===== src/rtl/water_pkg.sv =====
// Shared types and constants for the water-level encoder slice.
package water_pkg;

  localparam int unsigned LEVEL_W = 4;
  localparam logic [LEVEL_W-1:0] LEVEL_FULL = 4'hF;

  typedef enum logic [1:0] {
    S_INIT,
    S_TRACK,
    S_FAULT
  } wl_state_t;

  typedef struct packed {
    logic [LEVEL_W-1:0] cand;
    logic               bubble;
  } decode_t;

endpackage


===== src/rtl/water_level_encoder_therm_to_level.sv =====
// Combinational thermometer decoder: candidate level is the length of the wet run
// starting at probe 0; any wet probe above the first dry one marks a bubble.
module therm_to_level
  import water_pkg::*;
#(
  parameter int unsigned NPROBE = 15
) (
  input  logic [NPROBE-1:0] probe_i,
  output decode_t           dec_c
);

  always_comb begin
    logic run;
    dec_c = '0;
    run   = 1'b1;
    for (int unsigned i = 0; i < NPROBE; i++) begin
      if (probe_i[i] && run) begin
        dec_c.cand = LEVEL_W'(dec_c.cand + LEVEL_W'(1));
      end else if (probe_i[i]) begin
        dec_c.bubble = 1'b1;
      end
      if (!probe_i[i]) begin
        run = 1'b0;
      end
    end
  end

endmodule


===== src/rtl/water_level_encoder.sv =====
// Probe column to debounced 4-bit water level with change strobe and bubble fault.
// Optional LEVEL_HYST_EN: single-step level changes while tracking need twice the stable ticks.
module water_level_encoder
  import water_pkg::*;
#(
  parameter int unsigned NPROBE     = 15,
  parameter int unsigned SAMPLE_DIV = 4,
  parameter int unsigned STABLE_CNT = 3
) (
  input  logic               clk,
  input  logic               reset,
  input  logic [NPROBE-1:0]  probe,
  output logic [LEVEL_W-1:0] water_level,
  output logic               level_valid,
  output logic               level_change,
  output logic               fault
);

  if (NPROBE < 1 || NPROBE > 15) begin : g_bad_nprobe
    $error("water_level_encoder: NPROBE must be 1..15");
  end
  if (SAMPLE_DIV < 1) begin : g_bad_div
    $error("water_level_encoder: SAMPLE_DIV must be >= 1");
  end
  if (STABLE_CNT < 1) begin : g_bad_stable
    $error("water_level_encoder: STABLE_CNT must be >= 1");
  end

`ifdef LEVEL_HYST_EN
  localparam int unsigned CNT_MAX = 2 * STABLE_CNT;
`else
  localparam int unsigned CNT_MAX = STABLE_CNT;
`endif
  localparam int unsigned CNT_W = $clog2(CNT_MAX + 1);
  localparam int unsigned DIV_W = (SAMPLE_DIV > 1) ? $clog2(SAMPLE_DIV) : 1;
  localparam int unsigned LX_W  = LEVEL_W + 1;

  logic [NPROBE-1:0]  sync1_q, sync2_q;
  logic [DIV_W-1:0]   div_q, div_d;
  logic [CNT_W-1:0]   cnt_q, cnt_d;
  decode_t            prev_q, prev_d, dec_c;
  wl_state_t          state_q, state_d;
  logic [LEVEL_W-1:0] level_q, level_d;
  logic               valid_q, valid_d;
  logic               change_q, change_d;
  logic               fault_q, fault_d;
  logic               tick_c, stable_c, track_ok_c;

  therm_to_level #(.NPROBE(NPROBE)) u_therm (
    .probe_i (sync2_q),
    .dec_c   (dec_c)
  );

  assign tick_c = (div_q == DIV_W'(SAMPLE_DIV - 1));

  // Divider and run-length counter of identical decoded samples
  always_comb begin
    div_d  = tick_c ? '0 : DIV_W'(div_q + DIV_W'(1));
    cnt_d  = cnt_q;
    prev_d = prev_q;
    if (tick_c) begin
      prev_d = dec_c;
      if (dec_c == prev_q) begin
        cnt_d = (cnt_q == CNT_W'(CNT_MAX)) ? cnt_q : CNT_W'(cnt_q + CNT_W'(1));
      end else begin
        cnt_d = CNT_W'(1);
      end
    end
  end

  assign stable_c = (cnt_d >= CNT_W'(STABLE_CNT));

`ifdef LEVEL_HYST_EN
  logic [LX_W-1:0] cand_x, lvl_x;
  logic            near_c;
  assign cand_x     = {1'b0, dec_c.cand};
  assign lvl_x      = {1'b0, level_q};
  assign near_c     = (cand_x == LX_W'(lvl_x + LX_W'(1))) || (lvl_x == LX_W'(cand_x + LX_W'(1)));
  assign track_ok_c = near_c ? (cnt_d >= CNT_W'(2 * STABLE_CNT)) : stable_c;
`else
  assign track_ok_c = stable_c;
`endif

  // Level acceptance FSM, only advanced on sample ticks
  always_comb begin
    state_d  = state_q;
    level_d  = level_q;
    valid_d  = valid_q;
    change_d = 1'b0;
    fault_d  = fault_q;
    if (tick_c && stable_c) begin
      unique case (state_q)
        S_INIT: begin
          if (dec_c.bubble) begin
            fault_d = 1'b1;
            state_d = S_FAULT;
          end else begin
            level_d  = dec_c.cand;
            valid_d  = 1'b1;
            change_d = 1'b1;
            state_d  = S_TRACK;
          end
        end
        S_TRACK: begin
          if (dec_c.bubble) begin
            fault_d = 1'b1;
            state_d = S_FAULT;
          end else if (track_ok_c && (dec_c.cand != level_q)) begin
            level_d  = dec_c.cand;
            change_d = 1'b1;
          end
        end
        S_FAULT: begin
          if (!dec_c.bubble) begin
            fault_d  = 1'b0;
            level_d  = dec_c.cand;
            valid_d  = 1'b1;
            change_d = (dec_c.cand != level_q) || !valid_q;
            state_d  = S_TRACK;
          end
        end
        default: state_d = S_INIT;
      endcase
    end
  end

  always_ff @(posedge clk or negedge reset) begin
    if (!reset) begin
      sync1_q <= '0;
      sync2_q <= '0;
      div_q   <= '0;
      cnt_q   <= '0;
      prev_q  <= '0;
    end else begin
      sync1_q <= probe;
      sync2_q <= sync1_q;
      div_q   <= div_d;
      cnt_q   <= cnt_d;
      prev_q  <= prev_d;
    end
  end

  always_ff @(posedge clk or negedge reset) begin
    if (!reset) begin
      state_q  <= S_INIT;
      level_q  <= LEVEL_FULL;
      valid_q  <= 1'b0;
      change_q <= 1'b0;
      fault_q  <= 1'b0;
    end else begin
      state_q  <= state_d;
      level_q  <= level_d;
      valid_q  <= valid_d;
      change_q <= change_d;
      fault_q  <= fault_d;
    end
  end

  assign water_level  = level_q;
  assign level_valid  = valid_q;
  assign level_change = change_q;
  assign fault        = fault_q;

endmodule

===== config.mk =====
export PLATFORM = sky130hd
export DESIGN_NAME = water_level_encoder
export DESIGN_NICKNAME = d
export VERILOG_FILES = /design/src/rtl/water_pkg.sv /design/src/rtl/water_level_encoder_therm_to_level.sv /design/src/rtl/water_level_encoder.sv
export SDC_FILE = /design/constraint.sdc
export NUM_CORES = 1
export LEC_CHECK = 0
export BUFFER_PORTS_ARGS = -buffer_cell sky130_fd_sc_hd__buf_2
export CAP_MARGIN = 25
export CORE_AREA = 2 2 75 77
export DETAILED_ROUTE_END_ITERATION = 7
export DIE_AREA = 0 0 77 79
export GPL_ROUTABILITY_DRIVEN = 1
export GPL_TIMING_DRIVEN = 0
export PLACE_DENSITY = 0.75
export SETUP_SLACK_MARGIN = 0.5
export SKIP_LAST_GASP = 1
export SYNTH_ARGS = -nofsm -noshare
export SYNTH_HDL_FRONTEND = slang
export SYNTH_HIERARCHICAL = 1
export SYNTH_SLANG_ARGS = --single-unit

===== constraint.sdc =====
create_clock -name clk -period 6.2 [get_ports clk]
set_input_delay 0.31 -clock clk [delete_from_list [all_inputs] [get_ports clk]]
set_output_delay 0.31 -clock clk [all_outputs]
set_load 0.05 [all_outputs]

* Word level (Yosys, flattened, before mapping)
Index checks and enable logic that the tools add are counted.
** Operators by class
- Add/subtract/negate cells :: 16
- $lt $le $gt $ge :: 1
- Equal/unequal tests :: 12
- Multiplexer cells :: 78
- Bitwise logic cells :: 1
- Reductions and logical operators :: 27
** Operator list (number)
- $mux 4 :: 17
- $add 4x1->4 const B :: 13
- $mux 1 :: 50
- $logic_and 1x1->1 :: 16
- $mux 2 :: 7
- $ne 2x2->1 const B :: 5
- $pmux 4 s2 :: 1
- $eq 2x2->1 const B :: 3
- $pmux 2 s3 :: 1
- $reduce_and 3->1 :: 2
- $eq 5x5->1 :: 1
- $reduce_and 5->1 :: 1
- $add 2x1->2 const B :: 2
- $ne 4x4->1 :: 1
- $reduce_and 4->1 :: 1
- $reduce_bool 2->1 :: 2
- $reduce_or 2->1 :: 2
- $pmux 1 s3 :: 1
- $add 1x1->2 const B :: 1
- $eq 2x1->1 const B :: 1
- $ge 2x2->1 const B :: 1
- $logic_not 2->1 :: 1
- $ne 2x1->1 const B :: 1
- $pmux 1 s2 :: 1
- other kinds (3) :: 3
** Storage, ports and cells
- Bits in registers :: 48
- Input port bits :: 17
- Output and inout port bits :: 7
- Logic and storage cells :: 146

* Depth between registers and ports, before layout
- Word-level depth :: 38
- Depth in mapped cells :: 35
- Gate-level depth less buffers :: 35

* Hierarchy
The synthesis kept the hierarchy.
** By module, submodules not included
- water_level_encoder :: times used 1, cells each 96, area each 1600.3 µm², seq. area each 1206.2 µm²
- therm_to_level :: times used 1, cells each 162, area each 1093.5 µm², seq. area each 0.0 µm²

* Worst setup path before layout
No wires, ideal clock.
- Path type :: register -> register
- Start :: register sync2_q[2]
- End :: register state_q[0]
- Setup time :: 0.125 ns
- Arrival time :: 6.641 ns
- Required time :: 6.075 ns
- Path slack :: -0.565 ns
- Stages on the path, launching flop included :: 36
- Path buffers :: 0
- Period minus slack after synthesis :: 6.765 ns
- Path through :: dfrtp_1 > inv_1 > a21boi_0 > ha_1 > o21ai_0 > inv_1 > ha_1 > o21ai_0 > ha_1 > mux2i_1 > a21oi_1 > a21bo_2 > a31o_1 > o21ai_1 > ha_1 > mux2i_1 > a21oi_1 > nor2_1 > o21ai_1 > ha_1 > nor2b_1 > o21ai_0 > ha_1 > nand2_1 > and3_1 > o21ai_0 > ha_1 > nand2_1 > xor2_1 > nor3_1 > xnor2_1 > xnor3_1 > xnor2_1 > nand4_1 > nor3b_1 > mux2_2
** RTL lines
- from (decl) :: line water_level_encoder.sv:38 : logic [NPROBE-1:0] sync1_q, sync2_q;
- from (signal assigned) :: line water_level_encoder.sv:136 : sync2_q <= sync1_q;
- to (signal assigned) :: line water_level_encoder.sv:151 : state_q <= state_d;
- to (decl) :: line water_level_encoder.sv:42 : wl_state_t state_q, state_d;

==> results.md <==
* Initial DRC count at 114
* Largest family of logic cells by synthesized area: simple AND/OR/NAND/NOR gates
* Post-Synthesis Cells at 258
* Multi-input gate area at 1590 um2
* Total GRT Usage at 0.176
* Post-synthesis register bit count at 48
* Hold Violations, Final at 0
* Final setup fails at 11
* Clk sink count at 48
* Worst vdd ir at around 250 uV
* Reg clk slew, reported paths at 0.09 ns
* Sequential share of the synthesized area at 0.448
* Layout fillers at 430
* Ports at 24
* Max-slew headroom at 0.609
* Status: finished, violations left
* Async SR Flop Fraction at 1.00
* Register Area at ~1200 um2
* Worst EP required at 6.44 ns
* Main synth FF type: dfrtp_1
* Average wire per standard cell at approximately 14 um
* Routed WL at roughly 5.4 mm
* Min-delay worst type: primary input to flip-flop
* CP max stage delay at 0.44 ns
* Fin Clk Skew at 0.0117 ns
* Largest area contributor in the netlist: dfrtp_1
* Root Buffer: clkbuf_8
* NumNets Final at 342
* Total power at about 0.7 mW
* H-Tree Depth at 2
* Share of layout cells above drive strength 1 at 0.360
* Final cell count without fillers at just under 400
* RSZ-0062 raised after global routing: true
* CTS tree: yes
* Post-place setup slack at -0.722 ns
* Die Wd at 77 um
* Tmin final at between 6 and 7 ns
* Pin count of the biggest net entering global routing at 49
* FMAX at 0.153 GHz
* Synth Area in Simple Gates at 0.171
* Max-slew violation count at 0
* Multiplexer area fraction after synthesis at 0.0678
* Antenna Nets Post-Route at 0
* Fin crit share at 1.05
* Setup ws final at -0.335 ns
* Crit. End Element: flip-flop
* Crit Path Max Fanout at 4
* Worst setup path category: flip-flop to flip-flop
* Clock Path Buffers at 2
* Leak Pwr at approximately 1.6 nW
* Ant diodes at 0
* Final Wtd Congestion at 0.863
* Clk_lat worst skew at approximately 0.30 ns
* First-pass GRT wire length at 8.43 mm
* Slowest cell on the critical path: dfrtp_2
* Startpoint class of the critical path: flip-flop
* Die Ht at 79 um
* Row cnt at 27
* Post-synth EDFFs at 0
* Post-Synth Adder-Cell Area at 0.0557
* Die area at about 6100 um2
* Share of the synthesized area in the top cell type at 0.409
* Setup TNS at -2.71 ns
* Netlist Area Pre-Place at 2690 um2
* Initial Utilization at 0.505
* Pwr dens at 207 nW/um2
* XOR/XNOR Fraction of Synth Area at 0.0785
* DR pass1 iterations at 4
* Syn_area_per_cell at 10.4 um2
* Vias in the first global route at 1914
* Area growth, synth to finish at 26.0%
* Detailed placement HPWL at 3.54 mm
* Post-synth cell types at 56
* Arr. time, crit path at 6.77 ns
* Port bufs at 23
* Num CTS Buffers at 5
* Post-placement cell count at 353
* Syn. warnings at 6
* Post-DP Area at just under 3000 um2
* Synth Net Count at 287
* Total congestion overflow at 0
* Via count at 2104
* Drc violations at 0
* Initial antenna violation count at 0
* Compound-Gate Fraction of Synth Area at 0.151
* Synth area leaders: dfrtp_1 (41%), ha_1 (5.6%), dfstp_2 (3.9%), nand2_1 (3.9%), xnor2_1 (3.3%)
* Slew @ Worst Pin at 0.584 ns
* Failing checks: negative setup slack
* Finished Cell Area at approximately 3400 um2
* Routed vias/inst at 5.45
* Core area at 5340 um2
* Max Cap Viol at 0
-- layer usage --
layer / part of all wire / vias up / GRT usage / wire length, um
met5: 0 / - / 0 / 0
met4: 0.012 / 0 / 0.0786 / 62
met3: 0.037 / 5 / 0.0375 / 198
met2: 0.50 / 45 / 0.294 / 2710
met1: 0.45 / 1023 / 0.222 / 2410
li1: - / 1031 / - / -
-- placed cells by master (no fill, tap or decap), types with 3 or more instances in the layout --
| cell type | instances |
|---|---|
| mux2_4 | 6 |
| xnor2_1 | 10 |
| dfrtp_2 | 3 |
| mux2i_1 | 7 |
| clkbuf_1 | 4 |
| nand2_1 | 27 |
| ha_1 | 9 |
| mux2_2 | 4 |
| o21ai_0 | 12 |
| clkbuf_8 | 5 |
| a21oi_1 | 10 |
| nand3_1 | 3 |
| dfstp_2 | 4 |
| nor2b_1 | 3 |
| a21bo_2 | 3 |
| nor2_1 | 12 |
| nand2b_1 | 5 |
| buf_4 | 22 |
| nand3b_1 | 4 |
| nand4_1 | 3 |
| xor2_1 | 8 |
| and3_1 | 3 |
| dfrtp_1 | 41 |
| buf_2 | 26 |
| inv_1 | 8 |
| a31oi_1 | 3 |
| o21ai_2 | 4 |
| a21boi_0 | 3 |
-- worst paths after layout --
| path | start | to | slack, ns | cells after the start |
|---|---|---|---|---|
| setup / recovery | sync2_q[1]$_DFF_PN0_ | water_level[2]$_DFFE_PN1P_ | -0.34 | 36 |
| hold / removal | probe[0] | sync1_q[0]$_DFF_PN0_ | 0.11 | 1 |
| setup reg to reg | sync2_q[1]$_DFF_PN0_ | water_level[2]$_DFFE_PN1P_ | -0.34 | 36 |
| hold reg to reg | sync1_q[5]$_DFF_PN0_ | sync2_q[5]$_DFF_PN0_ | 0.35 | 0 |
| max in group asynchronous | reset | water_level[2]$_DFFE_PN1P_ | 5.30 | 3 |
| min in group asynchronous | reset | sync1_q[0]$_DFF_PN0_ | 0.39 | 2 |
-- state kept, by name, indices dropped and copies added, names as in the netlist --
register      flops
sync2_q          15
fault             1
level_valid       1
cnt_q             2
prev_q            5
level_change      1
div_q             2
water_level       4
state_q           2
sync1_q          15
-- repair_timing --
| item | in CTS | in global routing |
|---|---|---|
| hold buffers | 0 | 1 |
| endpoints found under the setup margin | 13 | 14 |
| endpoints found under the hold margin | 0 | 7 |
| resized for setup | 23 | 7 |
| pin swaps | 7 | 5 |
| buffers inserted | 17 | 6 |
-- Yosys cell counts, types with 2 or more instances --
cell type  number
mux2_2          6
a21boi_0        4
a31oi_1         3
nand4_1         3
nor3_1          2
inv_1          10
a21oi_1        11
nor2_1         13
nand2_1        28
nand2b_1        6
nand3_1         3
nor2b_1         3
nor3b_1         2
or3_4           2
buf_2           3
a211oi_1        2
and3_1          3
mux2i_1         7
nor4_1          2
mux2_1          4
dfstp_2         4
ha_1           12
o21bai_1        2
and2_2          3
a21bo_2         3
o21ai_0        17
xnor2_1        10
o21ai_1         2
xnor3_1         2
dfrtp_1        44
o31ai_1         3
a21o_1          2
clkbuf_1        3
xor2_1          9
nand3b_1        4
-- power by group --
group | internal (mW) | leakage, nW | switching [mW]
Clock | 0.120 | 0.0552 | 0.0974
Combinational | 0.0670 | 0.945 | 0.0725
Sequential | 0.331 | 0.560 | 0.0156
Total | 0.518 | 1.56 | 0.186
-- metrics by stage --
stage | util | hold WS (ns)
after detailed placement | 0.553 | 0.335
final | 0.636 | 0.112
after CTS | 0.614 | 0.102
after global placement | 0.553 | 0.331
after global routing | 0.636 | 0.0957
after floorplan | - | 0.0144
-- cells by family after synthesis --
family	Yosys count
AO/OA/AOI/OAI	61
XOR/XNOR	21
adder cells (fa/ha/maj)	12
buffers and inverters	17
flip-flops	48
multiplexers	17
AND/OR/NAND/NOR	82
-- area by class of cell --
type	count	share of cell area
Multi-Input combinational cell	193	0.468
Tap cell	72	0.0265
Timing Repair Buffer	48	0.0948
Clock inverter	2	0.0103
Sequential cell	48	0.357
Inverter	10	0.0111
Clock buffer	6	0.0214
Buffer	7	0.0111
-- critical path, delay by kind of cell, from the launching register on --
family                   cells  cell delay, ns
flip-flops                   1            0.44
AO/OA/AOI/OAI               12            1.57
multiplexers                 3            0.63
adder cells (fa/ha/maj)      7            1.89
buffers and inverters        3            0.41
XOR/XNOR                     4            0.78
AND/OR/NAND/NOR              7            0.78
Note: power is estimated with default switching activity, not from simulation.
